File: src/rtl/video_pkg.sv
// Shared raster definitions: pixel source encodings, sequencer states, counter widths
// and the standard timing sets used to parametrise video_timing_ctrl.
package video_pkg;

  localparam int H_CNT_W = 11;
  localparam int V_CNT_W = 10;

  typedef enum logic [1:0] {
    SRC_TESTCARD = 2'd0,
    SRC_OSD      = 2'd1,
    SRC_PASSTHRU = 2'd2,
    SRC_BLACK    = 2'd3
  } src_sel_e;

  typedef enum logic {
    ST_IDLE = 1'b0,
    ST_RUN  = 1'b1
  } vt_state_e;

  typedef struct packed {
    int unsigned h_total;
    int unsigned h_sync;
    int unsigned h_de_start;
    int unsigned h_de_end;
    int unsigned v_total;
    int unsigned v_sync;
    int unsigned v_de_start;
    int unsigned v_de_end;
  } timing_t;

  localparam timing_t TIMING_800X600 = '{
    h_total: 1056, h_sync: 128, h_de_start: 216, h_de_end: 1016,
    v_total: 628,  v_sync: 4,   v_de_start: 27,  v_de_end: 627
  };

  localparam timing_t TIMING_640X480 = '{
    h_total: 800, h_sync: 96, h_de_start: 144, h_de_end: 784,
    v_total: 525, v_sync: 2,  v_de_start: 35,  v_de_end: 515
  };

  // Sync must finish before the active window opens, and the whole line must fit the counter.
  function automatic logic timing_ok(input int unsigned total, input int unsigned sync,
                                     input int unsigned de_start, input int unsigned de_end,
                                     input int unsigned width);
    return (sync < de_start) && (de_start < de_end) && (de_end <= total) &&
           (total <= (32'd1 << width));
  endfunction

endpackage

File: src/rtl/raster_counter.sv
// Wrap-around counter 0..TOTAL-1 with synchronous clear and a carry pulse on wrap.
// o_next exposes the value the counter will hold after the coming edge.
module raster_counter #(
  parameter int          WIDTH = 11,
  parameter int unsigned TOTAL = 1056
) (
  input  logic             vga_clk,
  input  logic             reset,
  input  logic             i_clear,
  input  logic             i_inc,
  output logic [WIDTH-1:0] o_count,
  output logic [WIDTH-1:0] o_next,
  output logic             o_wrap
);

  localparam logic [WIDTH-1:0] L_LAST = WIDTH'(TOTAL - 1);

  logic [WIDTH-1:0] r_count;
  logic [WIDTH-1:0] w_next;
  logic             w_at_last;

  assign w_at_last = (r_count == L_LAST);

  // NOTE: default assignment first so every path drives w_next and no latch is inferred.
  always_comb begin
    w_next = r_count;
    if (i_clear) begin
      w_next = '0;
    end else if (i_inc) begin
      w_next = w_at_last ? '0 : r_count + WIDTH'(1);
    end
  end

  // NOTE: state registers use non-blocking assignment so all flops update from pre-edge values.
  always_ff @(posedge vga_clk) begin
    if (reset) begin
      r_count <= '0;
    end else begin
      r_count <= w_next;
    end
  end

  assign o_count = r_count;
  assign o_next  = w_next;
  assign o_wrap  = i_inc && !i_clear && w_at_last;

endmodule

File: src/rtl/video_timing_ctrl.sv
// Raster sequencer: H/V counters, registered syncs/data-enables aligned with the counts,
// and per-frame capture of the debug word and pixel source select.
module video_timing_ctrl
  import video_pkg::*;
#(
  parameter int unsigned H_TOTAL    = TIMING_800X600.h_total,
  parameter int unsigned H_SYNC     = TIMING_800X600.h_sync,
  parameter int unsigned H_DE_START = TIMING_800X600.h_de_start,
  parameter int unsigned H_DE_END   = TIMING_800X600.h_de_end,
  parameter int unsigned V_TOTAL    = TIMING_800X600.v_total,
  parameter int unsigned V_SYNC     = TIMING_800X600.v_sync,
  parameter int unsigned V_DE_START = TIMING_800X600.v_de_start,
  parameter int unsigned V_DE_END   = TIMING_800X600.v_de_end,
  parameter logic        HS_POL     = 1'b1,
  parameter logic        VS_POL     = 1'b1
) (
  input  logic        vga_clk,
  input  logic        reset,
  input  logic        enable,
  input  logic [63:0] dbg_in,
  input  logic [1:0]  src_sel_in,
  output logic [10:0] x_cnt,
  output logic [9:0]  y_cnt,
  output logic        hsync,
  output logic        vsync,
  output logic        hsync_de,
  output logic        vsync_de,
  output logic        de,
  output logic        frame_start,
  output logic [63:0] dbg,
  output logic [1:0]  src_sel,
  output logic        sel_ack
);

  if (!timing_ok(H_TOTAL, H_SYNC, H_DE_START, H_DE_END, H_CNT_W)) begin : g_bad_h_timing
    $error("video_timing_ctrl: inconsistent horizontal timing parameters");
  end
  if (!timing_ok(V_TOTAL, V_SYNC, V_DE_START, V_DE_END, V_CNT_W)) begin : g_bad_v_timing
    $error("video_timing_ctrl: inconsistent vertical timing parameters");
  end

  localparam logic [H_CNT_W-1:0] L_H_SYNC     = H_CNT_W'(H_SYNC);
  localparam logic [H_CNT_W-1:0] L_H_DE_START = H_CNT_W'(H_DE_START);
  localparam logic [H_CNT_W-1:0] L_H_DE_END   = H_CNT_W'(H_DE_END);
  localparam logic [V_CNT_W-1:0] L_V_SYNC     = V_CNT_W'(V_SYNC);
  localparam logic [V_CNT_W-1:0] L_V_DE_START = V_CNT_W'(V_DE_START);
  localparam logic [V_CNT_W-1:0] L_V_DE_END   = V_CNT_W'(V_DE_END);

  vt_state_e          r_state;
  vt_state_e          w_state_next;
  logic               w_cnt_inc;
  logic               w_cnt_clr;
  logic               w_run_next;
  logic               w_h_wrap;
  logic               w_v_wrap;
  logic               w_fs_next;
  logic               w_hde_next;
  logic               w_vde_next;
  logic [H_CNT_W-1:0] w_x_next;
  logic [V_CNT_W-1:0] w_y_next;

  logic               r_hsync;
  logic               r_vsync;
  logic               r_hsync_de;
  logic               r_vsync_de;
  logic               r_de;
  logic               r_frame_start;
  logic [63:0]        r_dbg;
  src_sel_e           r_src_sel;
  logic               r_sel_ack;

  always_ff @(posedge vga_clk) begin
    if (reset) begin
      r_state <= ST_IDLE;
    end else begin
      r_state <= w_state_next;
    end
  end

  // Dropping enable clears the counters on the very next edge, even mid-line.
  always_comb begin
    w_state_next = r_state;
    w_cnt_inc    = 1'b0;
    w_cnt_clr    = 1'b0;
    unique case (r_state)
      ST_IDLE: begin
        if (enable) w_state_next = ST_RUN;
        else        w_cnt_clr    = 1'b1;
      end
      ST_RUN: begin
        if (enable) begin
          w_cnt_inc = 1'b1;
        end else begin
          w_state_next = ST_IDLE;
          w_cnt_clr    = 1'b1;
        end
      end
      default: begin
        w_state_next = ST_IDLE;
        w_cnt_clr    = 1'b1;
      end
    endcase
  end

  raster_counter #(.WIDTH(H_CNT_W), .TOTAL(H_TOTAL)) u_h_cnt (
    .vga_clk (vga_clk),
    .reset   (reset),
    .i_clear (w_cnt_clr),
    .i_inc   (w_cnt_inc),
    .o_count (x_cnt),
    .o_next  (w_x_next),
    .o_wrap  (w_h_wrap)
  );

  raster_counter #(.WIDTH(V_CNT_W), .TOTAL(V_TOTAL)) u_v_cnt (
    .vga_clk (vga_clk),
    .reset   (reset),
    .i_clear (w_cnt_clr),
    .i_inc   (w_h_wrap),
    .o_count (y_cnt),
    .o_next  (w_y_next),
    .o_wrap  (w_v_wrap)
  );

  // Next position is (0,0) while running either on a frame wrap or on the IDLE->RUN step.
  assign w_run_next = (w_state_next == ST_RUN);
  assign w_fs_next  = ((r_state == ST_IDLE) && enable) || w_v_wrap;
  assign w_hde_next = w_run_next && (w_x_next >= L_H_DE_START) && (w_x_next < L_H_DE_END);
  assign w_vde_next = w_run_next && (w_y_next >= L_V_DE_START) && (w_y_next < L_V_DE_END);

  always_ff @(posedge vga_clk) begin
    if (reset) begin
      r_hsync       <= ~HS_POL;
      r_vsync       <= ~VS_POL;
      r_hsync_de    <= 1'b0;
      r_vsync_de    <= 1'b0;
      r_de          <= 1'b0;
      r_frame_start <= 1'b0;
      r_dbg         <= '0;
      r_src_sel     <= SRC_TESTCARD;
      r_sel_ack     <= 1'b0;
    end else begin
      r_hsync       <= (w_run_next && (w_x_next < L_H_SYNC)) ? HS_POL : ~HS_POL;
      r_vsync       <= (w_run_next && (w_y_next < L_V_SYNC)) ? VS_POL : ~VS_POL;
      r_hsync_de    <= w_hde_next;
      r_vsync_de    <= w_vde_next;
      r_de          <= w_hde_next && w_vde_next;
      r_frame_start <= w_fs_next;
      r_sel_ack     <= 1'b0;
      if (w_fs_next) begin
        r_dbg     <= dbg_in;
        r_src_sel <= src_sel_e'(src_sel_in);
        r_sel_ack <= (src_sel_e'(src_sel_in) != r_src_sel);
      end
    end
  end

  assign hsync       = r_hsync;
  assign vsync       = r_vsync;
  assign hsync_de    = r_hsync_de;
  assign vsync_de    = r_vsync_de;
  assign de          = r_de;
  assign frame_start = r_frame_start;
  assign dbg         = r_dbg;
  assign src_sel     = r_src_sel;
  assign sel_ack     = r_sel_ack;

endmodule

File: config.mk
export PLATFORM = sky130hd
export DESIGN_NAME = video_timing_ctrl
export DESIGN_NICKNAME = d
export VERILOG_FILES = /design/src/rtl/video_pkg.sv /design/src/rtl/raster_counter.sv /design/src/rtl/video_timing_ctrl.sv
export SDC_FILE = /design/constraint.sdc
export NUM_CORES = 1
export LEC_CHECK = 0
export ABC_AREA = 1
export CORE_ASPECT_RATIO = 0.8
export CORE_UTILIZATION = 37
export CTS_CLUSTER_SIZE = 16
export DETAILED_ROUTE_END_ITERATION = 8
export GPL_ROUTABILITY_DRIVEN = 0
export PLACE_DENSITY = 0.71
export SLEW_MARGIN = 25
export SYNTH_ARGS = -nofsm -noshare
export SYNTH_HDL_FRONTEND = slang
export SYNTH_SLANG_ARGS = --single-unit
File: constraint.sdc
create_clock -name vga_clk -period 2.6 [get_ports vga_clk]
set_input_delay 0.52 -clock vga_clk [delete_from_list [all_inputs] [get_ports vga_clk]]
set_output_delay 0.52 -clock vga_clk [all_outputs]
set_load 0.03 [all_outputs]
==> results of run 1 <==
cells by family after synthesis:
family / Yosys count / share of synthesized area, %
AND/OR/NAND/NOR: 334 / 35.4
adder cells (fa/ha/maj): 2 / 0.601
buffers and inverters: 58 / 6.32
XOR/XNOR: 6 / 1.44
AO/OA/AOI/OAI: 82 / 10.5
flip-flops: 95 / 45.7
where the power goes:
part	internal (mW)	total, mW	leakage (nW)	switching (mW)
logic	0.293	0.639	1.55	0.347
clock network	0.845	1.39	0.144	0.543
registers	1.54	1.58	0.782	0.0423
total	2.68	3.61	2.47	0.932
state kept, by name (all words and copies together), names as in the netlist:
name             cells
dbg                 64
de                   1
frame_start          1
hsync                1
hsync_de             1
r_state              1
sel_ack              1
src_sel              2
u_h_cnt.o_count     11
u_v_cnt.o_count     10
vsync                1
vsync_de             1
metrics by stage:
| step | area, um2 | util [%] | power, mW |
|---|---|---|---|
| floorplan | 4160 | - | 1.95 |
| global placement | 5930 | 54.4 | 2.24 |
| detailed placement | 5930 | 54.4 | 2.26 |
| CTS | 6240 | 57.3 | 3.65 |
| global route | 6240 | 57.3 | 3.77 |
| finish | 6240 | 57.3 | 3.61 |
final cells by class:
class	instances	area (um2)	share of cell area, %
clock buffers	13	240	3.85
clock inverters	3	67.6	1.08
repair buffers	174	1720	27.6
inverters	34	128	2.05
well taps	144	180	2.89
multi-input cells	424	2000	32.0
flip-flops and latches	95	1900	30.5
path summary, 6_finish.rpt:
check                                                    from  slack (ns)              endpoint  cells past startpoint
worst max-delay path            u_h_cnt.o_count[5]$_SDFF_PP0_        0.43              x_cnt[5]                      1
worst min-delay path                     dbg[34]$_SDFFE_PP0N_        0.48  dbg[34]$_SDFFE_PP0N_                      2
worst max register to register  u_h_cnt.o_count[0]$_SDFF_PP0_        0.55         de$_SDFF_PP0_                     11
worst min register to register           dbg[34]$_SDFFE_PP0N_        0.48  dbg[34]$_SDFFE_PP0N_                      2
Yosys cell counts, drive strengths merged:
cell,n,share of area [%]
nor2,194,18
dfxtp,95,46
nand2,86,8.4
o21ai,71,8.6
nand3,39,5.8
inv,33,3.0
buf,13,2.3
clkbuf,11,0.99
a21oi,8,1.3
nand4,7,1.1
xor2,6,1.4
nor3,5,1.1
ha,2,0.60
nand3b,2,0.36
a221oi,1,0.21
clkinv,1,0.090
o21a,1,0.18
o21bai,1,0.18
or2,1,0.15
metal layers:
layer | share of wire, % | global-route usage, %
met5 | 0 | 0
met1 | 43 | 25.1
met3 | 9.4 | 7.72
met2 | 47 | 33.7
met4 | 0.92 | 4.75
layout by cell type, fill, tap and decap left out:
cell type / instances
a21oi_1: 6
a21oi_2: 1
a21oi_4: 1
a221oi_1: 1
buf_12: 1
buf_4: 11
bufinv_16: 2
clkbuf_1: 4
clkbuf_16: 9
clkdlybuf4s50_1: 162
clkinv_1: 1
clkinvlp_4: 1
dfxtp_1: 95
ha_1: 2
inv_1: 26
inv_2: 7
nand2_1: 77
nand2_2: 8
nand2_4: 1
nand3_1: 31
nand3_2: 7
nand3_4: 1
nand3b_1: 2
nand4_1: 7
nor2_1: 186
nor2_2: 4
nor2_4: 4
nor3_1: 2
nor3_2: 2
nor3_4: 1
o21a_1: 1
o21ai_0: 40
o21ai_1: 30
o21ai_2: 1
o21bai_1: 1
or2_2: 1
xor2_1: 5
xor2_2: 1
worst min-delay path, delay by kind of cell (launching register included):
kind          cells  cell delay [ns]
simple gates      2             0.13
flops             1             0.32
==> impl_summary.txt, run 1 <==
----------------------------------------------------
[Final layout]
  Fin nets ... 809
  Count of non-filler cells in the finished layout ... roughly 900
  Number of diodes ... 0
  Filler cell count ... 1,020
  Fraction of final layout cells sized beyond drive strength 1 ... around 8.6%
  Area growth from synthesis to final layout ... 49.9%

[Synth]
  Sequential area share after synthesis ... a little under half
  Yosys warning total ... 0
  Syn_nets ... 648
  Total of flip-flops plus latches after synthesis ... 95
  Mapped Avg Cell Area ... a little over 7 um2
  Library cells used by synthesis ... 35
  Cell count after synthesis ... between 500 and 600
  Syn Std Cell Area ... 0.00416 mm2

[CTS]
  Hold_buf cts ... 0
  Clk pin slew, worst setup/hold paths ... 0.07 ns
  Sink Count ... 95
  Max Buffers Root-to-Sink ... 2
  TritonCTS Buffers ... 9
  # H-tree levels ... 3
  Source-to-sink clock delay at the later pin of the worst-skew pair ... 0.34 ns
  CTS tree ... built
  Cell chosen for the clock root ... clkbuf_16
  Post-cts resize count ... 0
  Number of buffers inserted to repair setup after CTS ... 0

[Worst setup path]
  Cell with the biggest individual delay on the critical path ... clkdlybuf4s50_1
  Kind of cell adding the most delay to the critical path ... buffers and inverters
  Worst-path maximum fanout ... 8
  CP required ... about 2.1 ns
  Maximum single-stage delay on the critical path ... 0.75 ns
  List of cells traversed by the critical path ... clkdlybuf4s50_1
  Data arrival time of the critical path ... ~1.7 ns
  Buffers plus inverters on the worst setup path ... 1
  Worst Path Class, Setup ... flop to output port
  Crit start category ... flop
  Category of the worst setup path capture point ... output port

[GRT]
  Vias in the first global route ... 4,066
  GR Util All Layers ... 20.4%
  Maximum number of pins on one net before global-route repair ... 45
  Number of antenna violations at the first check in global routing ... 0
  Residual overflow from global routing ... 0
  Global-route wire length before repair ... 19,100 um

[Timing]
  Max-Slew Margin vs Limit ... about three quarters
  Endpoints failing setup ... 0
  Setup repair after global routing missed its margin ... no
  Final count of pins violating max slew ... 0
  Clock Skews ... 0.0101 ns
  Slew at the pin closest to its max-slew limit ... 0.392 ns
  Post-route fraction of the period consumed by the critical path ... between 80% and 90%
  Least setup slack across all paths after layout ... 0.434 ns
  Worst hold-check slack ... 0.482 ns
  Max Freq ... around 460 MHz
  Final total negative setup slack ... 0 ns
  Min Tclk post-route ... approximately 2.2 ns
  Final hold violation count ... 0

[Power and ir drop]
  Power per unit of standard cell area ... 579 mW/mm2
  Leakage dissipation ... 2.47 nW
  IR Drop Worst-Case VDD ... ~0.43 mV

[Drt]
  Routed length per placed instance ... 13.1 um
  Via total after detailed routing ... 4,266
  Post-Route WL ... 11,600 um
  DRT Pass-1 Iters ... 5
  Drt drc ... 0
  Antenna-violating nets left ... 0
  Via count normalized by instance count ... a little under 5
  Detailed Route Iter0 Violations ... 243

[Die]
  Die width ... 121 um
  Num rows ... 34
  Placeable core region ... approximately 0.011 mm2
  Starting utilization of the core area ... 38.2%
  Die height ... around 97 um
  Area enclosed by the die boundary ... 0.0117 mm2
  Boundary Pins ... 163

[Placement]
  Setup slack after placement ... 0.204 ns
  Buffers on Ports ... 162
  Half-perimeter wire length after detailed placement ... 8730 um
  Cell count after placement ... 871

[Status]
  Status ... complete, no violations

[Hold path]
  Path category of the worst min-delay check ... flop to flop

[Job]
  Reported max-cap violation count ... 0

----------------------------------------------------
No activity file was read; power rests on OpenSTA's default activity.
==> inputs of run 2 (changes only) <==
==> constraint.sdc (replaced) <==
create_clock -name vga_clk -period 2.3 [get_ports vga_clk]
set_input_delay 0.46 -clock vga_clk [delete_from_list [all_inputs] [get_ports vga_clk]]
set_output_delay 0.46 -clock vga_clk [all_outputs]
set_load 0.03 [all_outputs]
==> impl_summary.txt, run 2 (same netlist as run 1, synthesis figures left out) <==
----------------------------------------------------
[Status]
  Status ... complete, no violations

[Worst setup path]
  Worst-path maximum fanout ... 8
  Worst Path Class, Setup ... flop to output port
  Cell with the biggest individual delay on the critical path ... clkdlybuf4s50_1
  R2R depth ... 12
  CP required ... between 1.5 and 2 ns
  Endpoint of the most critical register-to-register path ... de$_SDFF_PP0_
  Worst R2R Start ... u_v_cnt.o_count[0]$_SDFF_PP0_
  Kind of cell adding the most delay to the critical path ... buffers and inverters
  Buffers plus inverters on the worst setup path ... 1
  Data arrival time of the critical path ... 1.64 ns
  List of cells traversed by the critical path ... clkdlybuf4s50_1
  Crit start category ... flop
  Category of the worst setup path capture point ... output port
  Slack of the worst reg-to-reg path ... 0.25 ns
  Maximum single-stage delay on the critical path ... approximately 0.75 ns

[GRT]
  Number of antenna violations at the first check in global routing ... 0
  Global-route wire length before repair ... about 19,000 um
  GR Util All Layers ... 20.2%
  Residual overflow from global routing ... 0
  Vias in the first global route ... 4,028
  Maximum number of pins on one net before global-route repair ... 45

[Die]
  Starting utilization of the core area ... 38.2%
  Die height ... 96.8 um
  Area enclosed by the die boundary ... 0.0117 mm2
  Num rows ... 34
  Placeable core region ... around 0.011 mm2
  Boundary Pins ... 163
  Die width ... ~120 um

[CTS]
  Max Buffers Root-to-Sink ... 2
  Cell chosen for the clock root ... clkbuf_16
  Post-cts resize count ... 0
  Source-to-sink clock delay at the later pin of the worst-skew pair ... about 0.34 ns
  TritonCTS Buffers ... 9
  Hold_buf cts ... 0
  CTS tree ... built
  Clk pin slew, worst setup/hold paths ... 0.06 ns
  # H-tree levels ... 3
  Number of buffers inserted to repair setup after CTS ... 0
  Sink Count ... 95

[Power and ir drop]
  Cell internal pwr ... 3.06 mW
  Switching Power ... ~1.1 mW
  Leakage dissipation ... around 2.5 nW
  Clock group share of total power ... 39.4%
  Sum of internal, switching and leakage power ... 4.15 mW
  Proportion of power drawn by combinational gates ... 17.5%
  IR Drop Worst-Case VDD ... 0.491 mV
  Sequential power share ... 43.1%
  Power per unit of standard cell area ... around 650 mW/mm2
  Switching fraction of total power ... 26.2%

[Placement]
  Buffers on Ports ... 162
  Cell Area, Placed ... roughly 0.006 mm2
  Half-perimeter wire length after detailed placement ... 8760 um
  Cell count after placement ... 881

[Timing]
  Min Tclk post-route ... 2.10 ns
  Setup repair after global routing missed its margin ... no
  Max Freq ... 477 MHz
  Endpoints failing setup ... 0
  Slew at the pin closest to its max-slew limit ... 0.386 ns
  Final hold violation count ... 0
  Final count of pins violating max slew ... 0
  Clock Skews ... 0.00892 ns
  Max-Slew Margin vs Limit ... ~74%
  Final total negative setup slack ... 0 ns
  Post-route fraction of the period consumed by the critical path ... 91.2%

[Drt]
  Via count normalized by instance count ... 4.79
  Drt drc ... 0
  DRT Pass-1 Iters ... 4
  Routed length per placed instance ... roughly 13 um
  Antenna-violating nets left ... 0
  Via total after detailed routing ... 4,300
  Post-Route WL ... 11,600 um
  Detailed Route Iter0 Violations ... 231

[Final layout]
  Multi-input combinational cell area ... 0.00200 mm2
  Fin nets ... 819
  Seq. cell area ... 0.00190 mm2
  Number of diodes ... 0
  Count of non-filler cells in the finished layout ... around 900
  Fraction of final layout cells sized beyond drive strength 1 ... between 10% and 20%
  Most frequent standard cell in the layout excluding fill and tap cells ... nor2_1
  Flip-flop count of the largest register after layout ... 64
  Area growth from synthesis to final layout ... 52.1%
  Most used cells in the layout excluding fill and tap cells ... nor2_1, clkdlybuf4s50_1, dfxtp_1
  Filler cell count ... 1,017
  Area of all placed cells without fillers ... 0.00633 mm2

[Hold path]
  Endpoint with the worst hold slack ... dbg[31]$_SDFFE_PP0N_
  Min-Delay Path Depth ... 2
  Path category of the worst min-delay check ... flop to flop
  Startpoint of the most critical hold path ... dbg[31]$_SDFFE_PP0N_

[Job]
  Reported max-cap violation count ... 0

----------------------------------------------------
==> run 2: how the worst max path moves through the flow <==
stage	startpoint	endpoint	slack, ns	cells after the start
4_1_cts	u_h_cnt.o_count[5]$_SDFF_PP0_	x_cnt[5]	0.20	1
3_5_place_dp	enable	de$_SDFF_PP0_	0.007	10
6_report	u_h_cnt.o_count[5]$_SDFF_PP0_	x_cnt[5]	0.20	1
3_3_place_gp	enable	de$_SDFF_PP0_	0.07	10
2_1_floorplan	u_h_cnt.o_count[0]$_SDFF_PP0_	de$_SDFF_PP0_	0.38	12
5_1_grt	u_v_cnt.o_count[0]$_SDFF_PP0_	vsync_de$_SDFF_PP0_	0.02	12
==> run 2: area by class of cell <==
type                       count  area share [%]
clock buffer                  12            3.89
clock inverter                 4            1.23
inverter                      34            2.02
multi-input combinational    424            31.5
sequential                    95            30.1
tap                          144            2.85
timing repair buffer         184            28.4
==> run 2: power by group through the flow <==
stage | combinational, mW | clock (mW) | sequential [mW]
after CTS | 0.730 | 1.67 | 1.79
after floorplan | 0.196 | 0 | 2.01
after global placement | 0.718 | 0 | 1.82
final | 0.724 | 1.63 | 1.79
after global routing | 0.776 | 1.74 | 1.80
after detailed placement | 0.727 | 0 | 1.82
==> run 2: through the flow <==
| step | worst slack, ns | utilization (%) | hold WS [ns] |
|---|---|---|---|
| floorplan | 0.380 | - | 0.529 |
| global placement | 0.0720 | 55.1 | 0.464 |
| detailed placement | 0.00714 | 55.1 | 0.473 |
| CTS | 0.201 | 58.1 | 0.489 |
| global route | 0.0215 | 58.1 | 0.508 |
| finish | 0.203 | 58.1 | 0.484 |
==> run 2: routing by layer <==
layer	vias to the layer above	wire [um]	GRT usage [%]
met5	-	0	0
met4	0	162	6.55
met3	18	1070	7.37
met2	142	5390	32.3
met1	1958	5000	25.1
li1	2182	-	-
